[config.mk]
export PLATFORM = sky130hd
export DESIGN_NAME = dpic_cmd_responder
export DESIGN_NICKNAME = d
export VERILOG_FILES = /design/src/rtl/dpic_cmd_responder.sv
export SDC_FILE = /design/constraint.sdc
export NUM_CORES = 1
export LEC_CHECK = 0
export ABC_AREA = 1
export BUFFER_PORTS_ARGS = -buffer_cell sky130_fd_sc_hd__buf_2
export CORE_MARGIN = 4
export CORE_UTILIZATION = 60
export CTS_BUF_LIST = sky130_fd_sc_hd__clkbuf_8
export DETAILED_ROUTE_END_ITERATION = 6
export PLACE_DENSITY_LB_ADDON = 0.08
export SLEW_MARGIN = 0
export SYNTH_ARGS = -nofsm -noshare
export SYNTH_HDL_FRONTEND = slang
export SYNTH_SLANG_ARGS = --single-unit
[constraint.sdc]
create_clock -name clk -period 7.11 [get_ports clk]
set_input_delay 0.711 -clock clk [delete_from_list [all_inputs] [get_ports clk]]
set_output_delay 0.711 -clock clk [all_outputs]
set_load 0.03 [all_outputs]
[src/rtl/dpic_cmd_responder.sv]
// Responder end of the byte-per-tick DPI-C command channel: parses 5-byte command
// frames, executes a small ALU operation and returns a 4-byte response frame.
module dpic_cmd_responder #(
   parameter logic [7:0] SOF_CMD = 8'hA5,
   parameter logic [7:0] SOF_RSP = 8'h5A,
   parameter int         TIMEOUT = 16
) (
   input  logic        clk,
   input  logic        rst,
   input  logic [7:0]  rx_byte,
   input  logic        rx_valid,
   output logic        rx_ready,
   output logic [7:0]  tx_byte,
   output logic        tx_valid,
   input  logic        tx_ready,
   output logic [15:0] frame_cnt,
   output logic [7:0]  err_cnt
);

   typedef enum logic [3:0] {
      st_idle,
      st_op,
      st_opa,
      st_opb,
      st_chk,
      st_exec,
      st_tx_sof,
      st_tx_st,
      st_tx_res,
      st_tx_chk
   } state_t;

   localparam logic [7:0] OP_ADD     = 8'h01;
   localparam logic [7:0] OP_SUB     = 8'h02;
   localparam logic [7:0] OP_XOR     = 8'h03;
   localparam logic [7:0] OP_CNT     = 8'h04;
   localparam logic [7:0] ST_OK      = 8'h00;
   localparam logic [7:0] ST_BAD_OP  = 8'h01;
   localparam logic [7:0] ST_BAD_CHK = 8'h02;
   localparam logic [7:0] TOUT_LAST  = 8'(TIMEOUT - 1);

   state_t     state_reg;
   logic [7:0] op_reg;
   logic [7:0] a_reg;
   logic [7:0] b_reg;
   logic [7:0] chk_reg;
   logic [7:0] status_reg;
   logic [7:0] result_reg;
   logic [7:0] tcnt_reg;

   logic       rx_fire;
   logic       tx_fire;
   logic [7:0] exec_status;
   logic [7:0] exec_result;
   logic       exec_good;

   assign rx_fire = rx_valid && rx_ready;
   assign tx_fire = tx_valid && tx_ready;

   // Checksum is judged before the opcode, so a corrupted frame never executes.
   always_comb begin
      exec_status = ST_OK;
      exec_result = 8'h00;
      exec_good   = 1'b0;
      if (chk_reg != (op_reg ^ a_reg ^ b_reg)) begin
         exec_status = ST_BAD_CHK;
      end else begin
         unique case (op_reg)
            OP_ADD: begin
               exec_result = a_reg + b_reg;
               exec_good   = 1'b1;
            end
            OP_SUB: begin
               exec_result = a_reg - b_reg;
               exec_good   = 1'b1;
            end
            OP_XOR: begin
               exec_result = a_reg ^ b_reg;
               exec_good   = 1'b1;
            end
            OP_CNT: begin
               exec_result = frame_cnt[7:0];
               exec_good   = 1'b1;
            end
            default: begin
               exec_status = ST_BAD_OP;
            end
         endcase
      end
   end

   function automatic logic [7:0] sat_inc(input logic [7:0] v);
      return (v == 8'hFF) ? v : v + 8'd1;
   endfunction

   always_ff @(posedge clk or posedge rst) begin
      if (rst) begin
         state_reg  <= st_idle;
         rx_ready   <= 1'b1;
         tx_valid   <= 1'b0;
         tx_byte    <= 8'h00;
         frame_cnt  <= 16'h0000;
         err_cnt    <= 8'h00;
         tcnt_reg   <= 8'h00;
         op_reg     <= 8'h00;
         a_reg      <= 8'h00;
         b_reg      <= 8'h00;
         chk_reg    <= 8'h00;
         status_reg <= 8'h00;
         result_reg <= 8'h00;
      end else begin
         unique case (state_reg)
            st_idle: begin
               tcnt_reg <= 8'h00;
               if (rx_fire && rx_byte == SOF_CMD) begin
                  state_reg <= st_op;
               end
            end
            st_op, st_opa, st_opb, st_chk: begin
               if (rx_fire) begin
                  tcnt_reg <= 8'h00;
                  unique case (state_reg)
                     st_op: begin
                        op_reg    <= rx_byte;
                        state_reg <= st_opa;
                     end
                     st_opa: begin
                        a_reg     <= rx_byte;
                        state_reg <= st_opb;
                     end
                     st_opb: begin
                        b_reg     <= rx_byte;
                        state_reg <= st_chk;
                     end
                     default: begin
                        chk_reg   <= rx_byte;
                        rx_ready  <= 1'b0;
                        state_reg <= st_exec;
                     end
                  endcase
               end else if (tcnt_reg == TOUT_LAST) begin
                  // Host stalled mid-frame: discard the partial frame silently.
                  tcnt_reg  <= 8'h00;
                  err_cnt   <= sat_inc(err_cnt);
                  state_reg <= st_idle;
               end else begin
                  tcnt_reg <= tcnt_reg + 8'd1;
               end
            end
            st_exec: begin
               status_reg <= exec_status;
               result_reg <= exec_result;
               if (exec_good) begin
                  frame_cnt <= frame_cnt + 16'd1;
               end else begin
                  err_cnt <= sat_inc(err_cnt);
               end
               tx_valid  <= 1'b1;
               tx_byte   <= SOF_RSP;
               state_reg <= st_tx_sof;
            end
            st_tx_sof: begin
               if (tx_fire) begin
                  tx_byte   <= status_reg;
                  state_reg <= st_tx_st;
               end
            end
            st_tx_st: begin
               if (tx_fire) begin
                  tx_byte   <= result_reg;
                  state_reg <= st_tx_res;
               end
            end
            st_tx_res: begin
               if (tx_fire) begin
                  tx_byte   <= status_reg ^ result_reg;
                  state_reg <= st_tx_chk;
               end
            end
            st_tx_chk: begin
               if (tx_fire) begin
                  tx_valid  <= 1'b0;
                  tx_byte   <= 8'h00;
                  rx_ready  <= 1'b1;
                  state_reg <= st_idle;
               end
            end
            default: begin
               state_reg <= st_idle;
               rx_ready  <= 1'b1;
               tx_valid  <= 1'b0;
            end
         endcase
      end
   end

endmodule

==> flow_summary.yaml <==
outcome:
  outcome: "completed"
timing:
  final.min_clock_period_ns: 2.74
  setup_viol: 0
  slew_violations: 0
  finalCritPeriodShare_pct: 38.5
  grt_setup_unrepaired: "false"
  setup_tns_ns: 0
  fmax_mhz: 366
  clock_skew_ns: 0.0184
  hold_viol: 0
  tightest_slew_ns: 1.09
  slew_headroom_pct: 27.6
  layout_setup_ws_ns: 4.37
critical_path:
  crit_path_cell_trace: "nor2_1, and2_1, nand2_1, nand2_1, xor2_1, ha_1, a21o_1, nand2_1, nand3_1, or2_2, nand3_1, nand2_1, nand2_1, nand2_1"
  cp-endpoint: "result_reg[6]"
  cp_common_cell: "nand2_1"
  r2r-end: "result_reg[6]"
  crit_buf_inv: 0
  critPathTopFamily: "simple AND/OR/NAND/NOR gates"
  required_ns: 7.36
  end_kind: "flop"
  r2r_cells: 14
  cp.arrival_ns: 2.99
  cp_max_fo: 10
  path_class: "flop to flop"
  start_kind: "flop"
  cpPeakStageDelay_ns: 0.44
  crit_slowest_cell: "dfrtp_1"
  setup.worst_path.start: "op_reg[5]"
  cp.depth: 14
  timing.rr.start: "op_reg[5]"
  rrSetupSlack_ns: 4.37
synth:
  synth.area.mux_share_pct: 0
  seq_area_frac_synth_pct: 40.0
  synthCells: 755
  synth-adder-area-share_pct: 2.86
  syn_avg_cell_area_um2: 7.30
  yosys.area_share.xor_xnor_pct: 6.52
  synth_top_area_share_pct: 39.5
  synth_top_family_by_area: "simple AND/OR/NAND/NOR gates"
  synth_seq_cells: 88
  synth_area_leaders: "dfrtp_1 (40%), nand2_1 (18%), inv_1 (5.9%)"
  synth_flop_cell: "dfrtp_1"
  synth_compound_area_share_pct: 8.72
  synth-async-reset-ratio_pct: 100
  yosysTopAreaCell: "dfrtp_1"
  synth-warning-count: 0
  synthesis.area_um2: 5510
  synth-simple-area-share_pct: 33.8
  synth.distinct_cells: 47
  synth_nets: 779
  synth-edff-count: 0
placement:
  dp.cells: 895
  io_buffers: 45
  place_ws_ns: 4.42
  globalplace.congestion: 0.957
  hpwl_mm: 10.2
floorplan:
  chipWidth_um: 104
  coreArea_um2: 8810
  start_util_pct: 62.5
  row_count: 34
  die_y_um: 104
  pin_count: 46
  die_area_um2: 10800
power_and_ir_drop:
  power.leakage_nw: 3.16
  cellPowerDensity_nw_per_um2: 384
  ir_drop_v: 0.000239
  power.total_w: 0.00230
routing:
  drt_first_pass_iters: 5
  ant_nets: 0
  drc: 0
  vias: 4983
  dr.first_iter.drc_count: 280
  routed_wire_length_per_instance_um: 14.6
  drt_wl_total_mm: 13.3
  viasPerCell: 5.47
clock_tree:
  cts_setup_buffers: 0
  ctsResizeCount: 0
  cts-root-buf: "clkbuf_8"
  cts_sinks: 88
  cts_buffers: 9
  cts_buffer_depth: 2
  clk_latency_ns: 0.36
  cts_hold_buffers: 0
  htree_levels: 3
  cts_tree: "yes"
  clk_pin_slew_ns: 0.09
grt:
  grt.overflow.total: 0
  grt_max_degree: 89
  grt_pass1_wl_mm: 23.0
  grt_usage_pct: 25.7
  antenna_found_initial: 0
  grt_pass1_vias: 4706
job:
  drv_cap: 0
final_layout:
  utilization_pct: 67.8
  drive_above_1_share_pct: 11.5
  nets: 822
  final_common_cell: "nand2_1"
  regMostFlops: "frame_cnt"
  largest_reg_flops: 16
  layout.cells.non_filler: 911
  final_cell_mix: "nand2_1 (263), inv_1 (88), dfrtp_1 (87)"
  n_antenna_cell: 0
  fillerInstances: 786
  area_delta_synth_final_pct: 8.47
worst_hold_path:
  min_path_type: "flop to flop"
per-stage QoR:
stage	hold WS (ns)	area [um2]
final	0.482	5970
after CTS	0.488	5970
after floorplan	0.449	5510
after global routing	0.516	5970
after global placement	0.462	5800
after detailed placement	0.468	5800
layer usage:
metal	track usage (%)	vias up	wire length, um
met2	41.8	120	6240
li1	-	2513	-
met1	36.4	2331	6320
met5	0	-	0
met3	2.74	19	551
met4	7.69	0	204
tightest hold or removal path, cell delays in order, from the launching register on:
cell and delay [ns]:
dfrtp_1 0.34, nand2_1 0.05, o21ai_0 0.06
layout make-up:
type	count	area [um2]	area share [%]
tap	108	135	2.26
timing repair buffer	48	248	4.15
sequential	88	2200	36.9
clock inverter	6	37.5	0.628
inverter	92	352	5.88
clock buffer	10	138	2.30
multi-input combinational	559	2860	47.9
worst min path at each step:
stage,start,end,slack (ns),depth (start not counted)
after floorplan,result_reg[6],result_reg[6],0.45,2
after global placement,tx_byte[7],tx_byte[7],0.46,2
after detailed placement,tx_byte[2],tx_byte[2],0.47,2
after CTS,tx_byte[2],tx_byte[2],0.49,2
after global routing,result_reg[4],result_reg[4],0.52,2
final,tx_byte[2],tx_byte[2],0.48,2
cell families (layout without fill, tap and decap cells):
| family | after synthesis | count (layout) |
|---|---|---|
| AOI/OAI and AO/OA | 86 | 86 |
| DFF | 88 | 88 |
| buffers and inverters | 108 | 156 |
| and+or+nand+nor | 420 | 420 |
| xor gates and xnor gates | 41 | 41 |
| adders and majority gates | 12 | 12 |
cell usage after synthesis, types with 2 or more instances:
cell type and count:
xnor2_1 12, nor2_1 41, nand3b_1 2, clkbuf_1 4, inv_2 4, or2_2 3, a21oi_1 13, xor2_1 29
o21bai_1 2, nand2_1 263, nand4_1 25, buf_4 2, nor2_4 2, dfrtp_1 87, buf_6 2, o22ai_1 8
inv_1 87, o21a_1 4, buf_2 7, nand2_2 3, ha_1 11, o21ai_0 46, nor2_2 6, o31ai_1 3
nand3_1 47, nand3_2 2, nor3_1 17, o21ai_1 4
power breakdown:
| part | switching (W) | internal (W) | leakage [nW] |
|---|---|---|---|
| combinational | 0.000801 | 0.000411 | 1.92 |
| sequential | 0.000144 | 0.000623 | 1.14 |
| clock | 0.000182 | 0.000135 | 0.0948 |
| total | 0.00113 | 0.00117 | 3.16 |
Power figures use the tool's default switching activity.
